--- src/rtl/pos_pkg.sv ---
// Shared definitions for the programmable product-of-sums evaluator.
//   state_e  : sweep FSM states (S_IDLE, S_SWEEP)
//   mask_w() : truth-table width for an n-input function (1 << n)
package pos_pkg;

  typedef enum logic [0:0] {
    S_IDLE  = 1'b0,
    S_SWEEP = 1'b1
  } state_e;

  function automatic int mask_w(input int n);
    return 1 << n;
  endfunction

endpackage

--- src/rtl/pos_mask_bank.sv ---
// N_CH maxterm mask registers with a single write port and a combinational
// lookup. A set mask bit forces that channel's output to 0 for the
// corresponding input combination.
//   clk, rst_n   : clock, synchronous active-low reset (masks <- RESET_MASK)
//   wr_en_i      : write strobe (already qualified by the handshake)
//   wr_ch_i      : channel to write; values >= N_CH match no channel
//   wr_mask_i    : new mask
//   rd_idx_i     : combination to evaluate
//   rd_data_o    : bit k = ~mask_k[rd_idx_i]
module pos_mask_bank
  import pos_pkg::*;
#(
  parameter int          N_IN       = 4,
  parameter int          N_CH       = 1,
  parameter logic [63:0] RESET_MASK = 64'h551F,
  localparam int         MASK_W     = mask_w(N_IN),
  localparam int         CH_W       = (N_CH > 1) ? $clog2(N_CH) : 1
) (
  input  logic              clk,
  input  logic              rst_n,
  input  logic              wr_en_i,
  input  logic [CH_W-1:0]   wr_ch_i,
  input  logic [MASK_W-1:0] wr_mask_i,
  input  logic [N_IN-1:0]   rd_idx_i,
  output logic [N_CH-1:0]   rd_data_o
);

  for (genvar k = 0; k < N_CH; k++) begin : g_ch
    logic [MASK_W-1:0] mask_q;

    // Out-of-range channel numbers never equal any k, so they are dropped.
    always_ff @(posedge clk) begin
      if (!rst_n)
        mask_q <= RESET_MASK[MASK_W-1:0];
      else if (wr_en_i && (wr_ch_i == CH_W'(k)))
        mask_q <= wr_mask_i;
    end

    assign rd_data_o[k] = ~mask_q[rd_idx_i];
  end

endmodule

--- src/rtl/pos_prog_eval.sv ---
// Programmable multi-channel product-of-sums evaluator: valid/ready input
// stream, registered output, optional truth-table sweep engine.
// Build option: define POS_SWEEP_EN to include the sweep FSM and counter;
// otherwise sweep_start is ignored and sweep_busy/out_last are tied 0.
//   clk, rst_n              : clock, synchronous active-low reset
//   cfg_valid/ready/ch/mask : mask write port (blocked during a sweep)
//   in_valid/ready/data     : combination stream (blocked during a sweep)
//   sweep_start, sweep_busy : sweep trigger pulse and status
//   out_valid/ready         : result handshake
//   out_data, out_index     : per-channel result and its combination
//   out_last                : final beat of a sweep
module pos_prog_eval
  import pos_pkg::*;
#(
  parameter int          N_IN       = 4,
  parameter int          N_CH       = 1,
  parameter logic [63:0] RESET_MASK = 64'h551F,
  localparam int         MASK_W     = mask_w(N_IN),
  localparam int         CH_W       = (N_CH > 1) ? $clog2(N_CH) : 1
) (
  input  logic              clk,
  input  logic              rst_n,
  input  logic              cfg_valid,
  output logic              cfg_ready,
  input  logic [CH_W-1:0]   cfg_ch,
  input  logic [MASK_W-1:0] cfg_mask,
  input  logic              in_valid,
  output logic              in_ready,
  input  logic [N_IN-1:0]   in_data,
  input  logic              sweep_start,
  output logic              sweep_busy,
  output logic              out_valid,
  input  logic              out_ready,
  output logic [N_CH-1:0]   out_data,
  output logic [N_IN-1:0]   out_index,
  output logic              out_last
);

  localparam int CNT_W = N_IN + 1;

  logic              out_valid_q, out_valid_d;
  logic [N_CH-1:0]   out_data_q,  out_data_d;
  logic [N_IN-1:0]   out_index_q, out_index_d;
  logic              free, in_fire, sweep_load, load;
  logic              busy;
  logic [N_IN-1:0]   rd_idx;
  logic [N_CH-1:0]   rd_data;

  // Output register can take a new beat when empty or being drained.
  assign free      = ~out_valid_q | out_ready;
  assign in_ready  = ~busy & free;
  assign cfg_ready = ~busy;
  assign in_fire   = in_valid & in_ready;
  assign load      = in_fire | sweep_load;

  // Lookup reads registered masks, so a same-cycle write is seen only by
  // later inputs.
  pos_mask_bank #(
    .N_IN       (N_IN),
    .N_CH       (N_CH),
    .RESET_MASK (RESET_MASK)
  ) u_bank (
    .clk       (clk),
    .rst_n     (rst_n),
    .wr_en_i   (cfg_valid & cfg_ready),
    .wr_ch_i   (cfg_ch),
    .wr_mask_i (cfg_mask),
    .rd_idx_i  (rd_idx),
    .rd_data_o (rd_data)
  );

`ifdef POS_SWEEP_EN
  state_e           state_q, state_d;
  logic [CNT_W-1:0] cnt_q, cnt_d;
  logic             out_last_q, out_last_d;
  logic             cnt_at_end;

  assign busy       = (state_q == S_SWEEP);
  assign sweep_load = busy & free;
  assign cnt_at_end = (cnt_q == CNT_W'(MASK_W - 1));
  assign rd_idx     = busy ? cnt_q[N_IN-1:0] : in_data;

  always_comb begin
    state_d    = state_q;
    cnt_d      = cnt_q;
    out_last_d = out_last_q;
    if (state_q == S_IDLE) begin
      if (sweep_start) begin
        state_d = S_SWEEP;
        cnt_d   = '0;
      end
    end else if (free) begin
      cnt_d = cnt_q + 1'b1;
      if (cnt_at_end) state_d = S_IDLE;
    end
    // Stream beats always clear out_last; sweep beats flag the final index.
    if (load) out_last_d = sweep_load & cnt_at_end;
  end

  always_ff @(posedge clk) begin
    if (!rst_n) begin
      state_q    <= S_IDLE;
      cnt_q      <= '0;
      out_last_q <= 1'b0;
    end else begin
      state_q    <= state_d;
      cnt_q      <= cnt_d;
      out_last_q <= out_last_d;
    end
  end

  assign out_last = out_last_q;
`else
  logic unused_sweep_start;

  assign unused_sweep_start = sweep_start;
  assign busy               = 1'b0;
  assign sweep_load         = 1'b0;
  assign rd_idx             = in_data;
  assign out_last           = 1'b0;
`endif

  assign sweep_busy = busy;

  always_comb begin
    out_valid_d = out_valid_q;
    out_data_d  = out_data_q;
    out_index_d = out_index_q;
    if (free) begin
      out_valid_d = load;
      if (load) begin
        out_data_d  = rd_data;
        out_index_d = rd_idx;
      end
    end
  end

  always_ff @(posedge clk) begin
    if (!rst_n) begin
      out_valid_q <= 1'b0;
      out_data_q  <= '0;
      out_index_q <= '0;
    end else begin
      out_valid_q <= out_valid_d;
      out_data_q  <= out_data_d;
      out_index_q <= out_index_d;
    end
  end

  assign out_valid = out_valid_q;
  assign out_data  = out_data_q;
  assign out_index = out_index_q;

endmodule

--- config.mk ---
export PLATFORM = sky130hd
export DESIGN_NAME = pos_prog_eval
export DESIGN_NICKNAME = d
export VERILOG_FILES = /design/src/rtl/pos_pkg.sv /design/src/rtl/pos_mask_bank.sv /design/src/rtl/pos_prog_eval.sv
export SDC_FILE = /design/constraint.sdc
export NUM_CORES = 1
export LEC_CHECK = 0
export CORE_MARGIN = 2
export CORE_UTILIZATION = 43
export CTS_BUF_LIST = sky130_fd_sc_hd__clkbuf_16
export CTS_CLUSTER_DIAMETER = 30
export CTS_CLUSTER_SIZE = 30
export DETAILED_ROUTE_END_ITERATION = 10
export PLACE_DENSITY = 0.8
export SETUP_SLACK_MARGIN = 0.3
export SKIP_LAST_GASP = 1
export SYNTH_ARGS = -nofsm -noshare
export SYNTH_HDL_FRONTEND = slang
export SYNTH_HIERARCHICAL = 1
export SYNTH_SLANG_ARGS = --single-unit
--- constraint.sdc ---
create_clock -name clk -period 1.85 [get_ports clk]
set_clock_uncertainty 0.1 [all_clocks]
set_input_delay 0.185 -clock clk [delete_from_list [all_inputs] [get_ports clk]]
set_output_delay 0.185 -clock clk [all_outputs]
set_load 0.02 [all_outputs]
* Yosys cells after proc, flatten, opt, wreduce, memory -nomap -nowiden
Index checks and enable logic that the tools add are counted.
** Storage, ports and cells
- Register bits after elaboration :: 22
- Bits of input ports :: 27
- Output and inout bits :: 10
- Word-level logic and storage cells :: 14
** Operators by class
- Magnitude comparators :: 1
- Multiplexer cells :: 2
- Bitwise operators :: 5
- Reduce and logical (&&, ||, !) cells :: 2
** Operator list (count)
- 4-bit by 5-bit less-than comparator with 1-bit output, second input constant :: 1
- 1-bit binary-select mux with 4-bit select :: 1
- 1-bit NOT :: 3
- 2-bit AND reduction :: 1
- 1-bit AND :: 1
- 1-bit logical AND :: 1
- 1-bit 2-to-1 mux :: 1
- 1-bit OR :: 1

* Depth between registers and ports, before layout
Gate-level depths: netlist of run 1.
- Depth after elaboration :: 4
- Mapped depth :: 5
- Gate-level depth less buffers :: 5

* Hierarchy
Netlist of run 1, hierarchy kept.
** By module, submodules not included
- pos_mask_bank :: times used 1, cells each 78, area each 708.2 µm², sequential area each 320.3 µm²
- pos_prog_eval :: times used 1, cells each 32, area each 294.0 µm², sequential area each 120.1 µm²

* Worst setup path after synthesis of run 1
Ideal clock, no wire load.
- Path kind :: flip-flop to flip-flop
- From :: reg u_bank.g_ch[0].mask_q[9]
- To :: reg out_data_q, in the netlist out_data
- Library setup time :: 0.067 ns
- Data arrival time :: 1.166 ns
- Required time :: 1.683 ns
- Slack :: 0.517 ns
- Cell stages (with the launch flop) :: 6
- Buffers on the path :: 0
- Period minus slack after synthesis :: 1.333 ns
- Path through :: dfxtp_1 -> mux4_1 -> mux2i_1 -> mux2_2 -> nand4_1 -> o21ai_2
** Between the ends
- Cells in the longest elaborated chain, start to end :: 3
** RTL lines
- start: declaration :: RTL line pos_mask_bank.sv:29 : logic [MASK_W-1:0] mask_q;
- start signal: assignment :: RTL line pos_mask_bank.sv:34 : mask_q <= RESET_MASK[MASK_W-1:0];
- start signal: assignment :: RTL line pos_mask_bank.sv:36 : mask_q <= wr_mask_i;
- 1-bit binary-select mux with 4-bit select :: RTL line pos_mask_bank.sv:39 : assign rd_data_o[k] = ~mask_q[rd_idx_i];
- 1-bit 2-to-1 mux (not written as such) :: RTL line pos_mask_bank.sv:39
- 1-bit NOT :: RTL line pos_mask_bank.sv:39
- named net rd_data :: RTL line pos_prog_eval.sv:47 : logic [N_CH-1:0] rd_data;
- end signal: assignment :: RTL line pos_prog_eval.sv:145 : out_data_q <= out_data_d;
- end: declaration :: RTL line pos_prog_eval.sv:42 : logic [N_CH-1:0] out_data_q, out_data_d;
The timed path passes the listed nets, and every way through them passes these cells. The select of a mux whose other input is x is not followed.
A chain may end at the register's enable or synchronous reset.

* Final worst setup path of run 1
- From :: in in_data[0]
- To :: reg out_data_q, in the netlist out_data
** Between the ends
- Cells in the longest elaborated chain, start to end :: 3
** RTL lines
- start: declaration :: RTL line pos_prog_eval.sv:29 : input logic [N_IN-1:0] in_data,
- 1-bit binary-select mux with 4-bit select :: RTL line pos_mask_bank.sv:39
- 1-bit 2-to-1 mux (not written as such) :: RTL line pos_mask_bank.sv:39
- 1-bit NOT :: RTL line pos_mask_bank.sv:39
- named net rd_data :: RTL line pos_prog_eval.sv:47
The timed path passes the listed nets, and every way through them passes these cells. The select of a mux whose other input is x is not followed.

==> flow_summary.yaml, run 1 <==
placed_design:
  placed_cells: 164
  port_buffers: 32
  place.gp.congestion: 0.713
  dp_worst_setup_slack_ps: -169
  hpwl_um: 1560
yosys:
  synth.largest_area_cell: "dfxtp_1"
  netlist_top_cells_count: "nand2_1 (37), dfxtp_1 (22), nand3_1 (9)"
  yosysUniqueCellTypes: 19
  yosysWarnings: 6
  synth_top_area_share_pct: 43.9
  synth-seq-cells: 22
  syn-cell-area_um2: 1000
  syn_inst: 110
  yosys-top-cells-area: "dfxtp_1 (44%), nand2_1 (14%), mux4_1 (10%), a21boi_0 (6.0%), nand3_1 (4.5%)"
  async_reset_ff_share_pct: 0
  synth_edf_count: 0
  synth_most_common_cell: "nand2_1"
  ys.flop_type: "dfxtp_1"
  synth.yosys.seq_area_share_pct: 43.9
  synth_area_per_cell_um2: 9.11
detailed_routing:
  drt-pass1-iter-count: 4
  drt_iter0_drc: 9
  drc_errors: 0
  viasPerCell: 4.94
  wl_um: 2080
  postRouteAntennaNets: 0
  vias: 825
  wire_per_inst_um: 12.5
sta:
  slew_headroom_pct: 62.3
  worst_pin_slew_ps: 566
  fin_crit_ps: 1490
  fin_ws_ps: 364
  fmax_ghz: 0.673
  timing.final.crit_share_pct: 80.3
  finalHoldViolations: 0
  timing.final.setup_violations: 0
  report.final.slew_viol_count: 0
  rsz0062_at_grt: "true"
clock_network:
  cts_buffer_depth: 2
  clk_pin_slew_ps: 50
  cts_setup_buffers: 0
  ctsResizeCount: 2
  cts_tree: "done"
  cts_sinks: 22
  numCtsBuffers: 3
  cts_root_buf: "clkbuf_16"
  htreeDepth: 1
  hold_buffers: 0
  clock_latency_ps: 250
critical_path:
  worst_ep_arrival_time_ps: 1580
  slowest_delay_ps: 610
  required_ps: 1940
  end_kind: "register"
  crit_fanout: 5
  path_class: "input pin to register"
  start_kind: "input pin"
  crit_slowest_cell: "mux4_1"
  startpoint: "in_data[0]"
  regToRegStartpoint: "u_bank/g_ch[0].mask_q[5]$_SDFFE_PN0P_"
  worstPathCellList: "clkdlybuf4s15_1 > mux4_1 > mux2i_1 > mux2_2 > nand4_1 > o21ai_2"
power:
  cellLeakagePower_nw: 0.592
  powerDensity_nw_per_um2: 819
  ir_drop_v: 0.000607
run_status:
  status: "complete, no violations"
worst_hold_path:
  hp-start: "in_data[1]"
  worstHoldPathType: "input pin to register"
floorplanning:
  fp.dieH_um: 52.3
  pin_count: 37
  coreArea_um2: 2210
  fp-row-count: 17
  dieArea_um2: 2730
  dieWidth_um: 52.3
  start_util_pct: 45.3
grt:
  grt_pass1_wl_um: 3470
  grt_max_degree: 28
  grt_overflow: 0
  grt_pass1_vias: 794
  grt_usage_pct: 17.5
  antenna_found_initial: 0
job:
  cap_violations: 0
final_layout:
  antenna_cells: 0
  final_nets: 168
  stdcell_count: 167
  drive_gt1_share_pct: 10.1
  area_growth_pct: 40.0
flip-flops by register name, indices dropped and copies added (netlist names):
name                cells
u_bank/g_ch.mask_q     16
out_data                1
out_index               4
out_valid               1
per-layer routing:
metal  share of wire (%)  GRT usage [%]  vias to the layer above  wire (um)
met4                0.91           6.41                        0         19
met5                   0              0                        -          0
met3                 5.1           3.43                        2        106
met2                  50           31.2                       25       1050
met1                  44           20.5                      370        909
li1                    -              -                      428          -
cells in the final DEF (no fill, tap or decap), types with 2 or more instances in the layout:
cell type / synthesis / layout
nand4_1: 5 / 5
mux4_1: 4 / 4
clkdlybuf4s50_1: 0 / 28
clkbuf_16: 0 / 3
o21ai_2: 5 / 5
a21boi_0: 8 / 8
dlymetal6s2s_1: 0 / 2
conb_1: 2 / 3
mux2i_1: 2 / 2
dfxtp_1: 22 / 22
nand3_1: 9 / 9
nand2_1: 37 / 37
buf_4: 3 / 3
final cells by class:
cell class,count,area (um2)
repair buffers,35,347
flip-flops and latches,22,440
clock buffers,3,75.1
fillers,182,810
well taps,28,35.0
multi-input cells,78,502
inverters,1,3.75
report_power, final:
group | leakage [nW] | internal (W) | switching (W)
clock | 0.0370 | 0.000285 | 0.000155
combinational | 0.373 | 0.000108 | 0.0000816
sequential | 0.181 | 0.000503 | 0.0000161
total | 0.592 | 0.000896 | 0.000253
path summary, 6_finish.rpt:
check | endpoint | slack [ps] | depth (start not counted)
max reg2reg | out_data$_SDFFE_PN0P_ | 370 | 5
min reg2reg | out_index[3]$_SDFFE_PN0P_ | 360 | 2
max | out_data$_SDFFE_PN0P_ | 360 | 6
min | out_index[1]$_SDFFE_PN0P_ | 220 | 3
through the flow:
stage          area, um2  power [W]  hold slack [ps]  TNS, ps  util [%]
2_1_floorplan       1010   0.000630              209        0         -
3_3_place_gp        1320   0.000714              347     -111      59.8
3_5_place_dp        1320   0.000720              351     -169      59.8
4_1_cts             1400    0.00116              358        0      63.1
5_1_grt             1400    0.00120              256        0      63.4
6_report            1400    0.00115              224        0      63.4
worst max-delay path, delay by kind of cell:
kind                   cells  cell delay [ps]
muxes                      3              900
buffers and inverters      1              310
AOI/OAI and AO/OA          1               70
and+or+nand+nor            1              100
cell families after synthesis:
group	Yosys count	synth area share, %
multiplexers	7	13.6
AO/OA/AOI/OAI	13	10.4
AND/OR/NAND/NOR	55	25.0
other	2	0.749
buffers and inverters	11	6.37
flip-flops	22	43.9
Power figures use the tool's default switching activity.
==> inputs of run 2 (changes only) <==
==> constraint.sdc (replaced) <==
create_clock -name clk -period 1.5 [get_ports clk]
set_clock_uncertainty 0.1 [all_clocks]
set_input_delay 0.15 -clock clk [delete_from_list [all_inputs] [get_ports clk]]
set_output_delay 0.15 -clock clk [all_outputs]
set_load 0.02 [all_outputs]
==> run 2 against run 1 <==
Compared with the run above:
- die area unchanged
- sequential share of layout area down 1.1 points
- flip-flop and latch count unchanged
- hold slack better by 120 ps
- combinational power up 38%
- clock power up 28%
- highest routed layer unchanged
- wire length up 12%
- clock-buffer cell count unchanged
- design area up 3.8%
==> flow_summary.yaml, run 2 (synthesis results as in run 1) <==
run_status:
  status: "complete, no violations"
detailed_routing:
  drt_iter0_drc: 13
  wire_per_inst_um: 13.5
  vias: 900
  drt-pass1-iter-count: 4
  postRouteAntennaNets: 0
  drc_errors: 0
  viasPerCell: 5.17
  wl_um: 2340
floorplanning:
  dieArea_um2: 2730
  fp.dieH_um: 52.3
  pin_count: 37
  fp-row-count: 17
  start_util_pct: 45.3
  coreArea_um2: 2210
  dieWidth_um: 52.3
placed_design:
  port_buffers: 32
  hpwl_um: 1590
  placed_area_um2: 1370
  dp_worst_setup_slack_ps: -406
  place.gp.congestion: 0.728
critical_path:
  worstPathCellList: "mux4_2 > mux2i_1 > mux2_4 > nand4_1 > o21ai_2"
  crit_slowest_cell: "mux4_2"
  path_class: "register to register"
  crit_fanout: 2
  end_kind: "register"
  required_ps: 1590
  slowest_delay_ps: 470
  start_kind: "register"
  worst_ep_arrival_time_ps: 1550
sta:
  fmax_ghz: 0.685
  fin_crit_ps: 1460
  timing.final.setup_violations: 0
  fin_ws_ps: 39.8
  timing.final.crit_share_pct: 97.3
  finalHoldViolations: 0
  report.final.slew_viol_count: 0
  rsz0062_at_grt: "true"
final_layout:
  final_nets: 174
  fin_util_pct: 65.8
  final_common_cell: "nand2_1"
  post-route-cell-area_um2: 1460
  area_growth_pct: 45.3
  drive_gt1_share_pct: 19.2
  top_register: "u_bank/g_ch.mask_q"
  antenna_cells: 0
  final_cell_mix: "nand2_1 (37), clkdlybuf4s50_1 (23), dfxtp_1 (21), nand3_1 (9), a21boi_0 (8)"
  largest_register_ffs: 16
grt:
  grt_pass1_wl_um: 3820
  antenna_found_initial: 0
  grt_overflow: 0
  grt_max_degree: 28
  grt_usage_pct: 19.0
  grt_pass1_vias: 900
power:
  ir_drop_v: 0.000510
  cellLeakagePower_nw: 0.617
  powerDensity_nw_per_um2: 1010
clock_network:
  cts_sinks: 22
  numCtsBuffers: 3
  htreeDepth: 1
  cts_root_buf: "clkbuf_16"
  clock_latency_ps: 260
  cts_buffer_depth: 2
  cts_tree: "done"
  hold_buffers: 0
  clk_pin_slew_ps: 60
job:
  cap_violations: 0
worst_hold_path:
  worstHoldPathType: "input pin to register"
## run 2: cell types whose count changed in the layout (fill, tap and decap cells not counted), moves of 2 or more
cell,change
buf_12,+2
clkdlybuf4s50_1,-5
dlygate4sd2_1,+4
mux4_2,+4
dlymetal6s2s_1,-2
mux4_1,-4
buf_4,+2
buf_6,+2
## run 2: area by class of cell
class | count | area, um2
fillers | 194 | 756
multi-input cells | 78 | 493
flip-flops and latches | 22 | 442
repair buffers | 41 | 404
clock buffers | 3 | 75.1
well taps | 28 | 35.0
clock inverters | 1 | 3.75
inverters | 1 | 3.75
## run 2: worst max-delay path: cells and delay by family (launching register included)
family | cells | cell delay [ps]
flip-flops | 1 | 310
AND/OR/NAND/NOR | 1 | 90
multiplexers | 3 | 820
AO/OA/AOI/OAI | 1 | 70
## run 2: repair_timing
item                                    CTS  global route
endpoints found under the setup margin    8            12
resized for setup                        14             6
gates cloned                              0             0
setup buffers                             0             2
## run 2: power by group
group / total (W) / internal [W] / switching (W)
logic: 0.000260 / 0.000148 / 0.000112
clock network: 0.000565 / 0.000356 / 0.000209
registers: 0.000640 / 0.000621 / 0.0000191
total: 0.00146 / 0.00112 / 0.000340
## run 2: path summary, 6_finish.rpt
path | slack [ps] | start | to | cells after the start
setup / recovery | 40 | u_bank/g_ch[0].mask_q[14]$_SDFFE_PN1P_ | out_data$_SDFFE_PN0P_ | 5
hold / removal | 340 | cfg_mask[11] | u_bank/g_ch[0].mask_q[11]$_SDFFE_PN0P_ | 3
setup reg to reg | 40 | u_bank/g_ch[0].mask_q[14]$_SDFFE_PN1P_ | out_data$_SDFFE_PN0P_ | 5
hold reg to reg | 360 | out_index[3]$_SDFFE_PN0P_ | out_index[3]$_SDFFE_PN0P_ | 2
## run 2: layer usage
metal  track usage (%)  routed length [um]  up-vias
li1                  -                   -      435
met1              20.4                 960      433
met2              35.4                1230       28
met3              4.29                 129        4
met4              7.69                  28        0
met5                 0                   0        -
## run 2: through the flow
step | std cells | hold slack, ps | TNS, ps | power (W)
5_1_grt | 174 | 375 | 0 | 0.00152
3_3_place_gp | 168 | 349 | -415 | 0.000904
6_report | 174 | 345 | 0 | 0.00146
4_1_cts | 172 | 356 | 0 | 0.00146
3_5_place_dp | 168 | 352 | -470 | 0.000911
2_1_floorplan | 111 | 174 | 0 | 0.000781
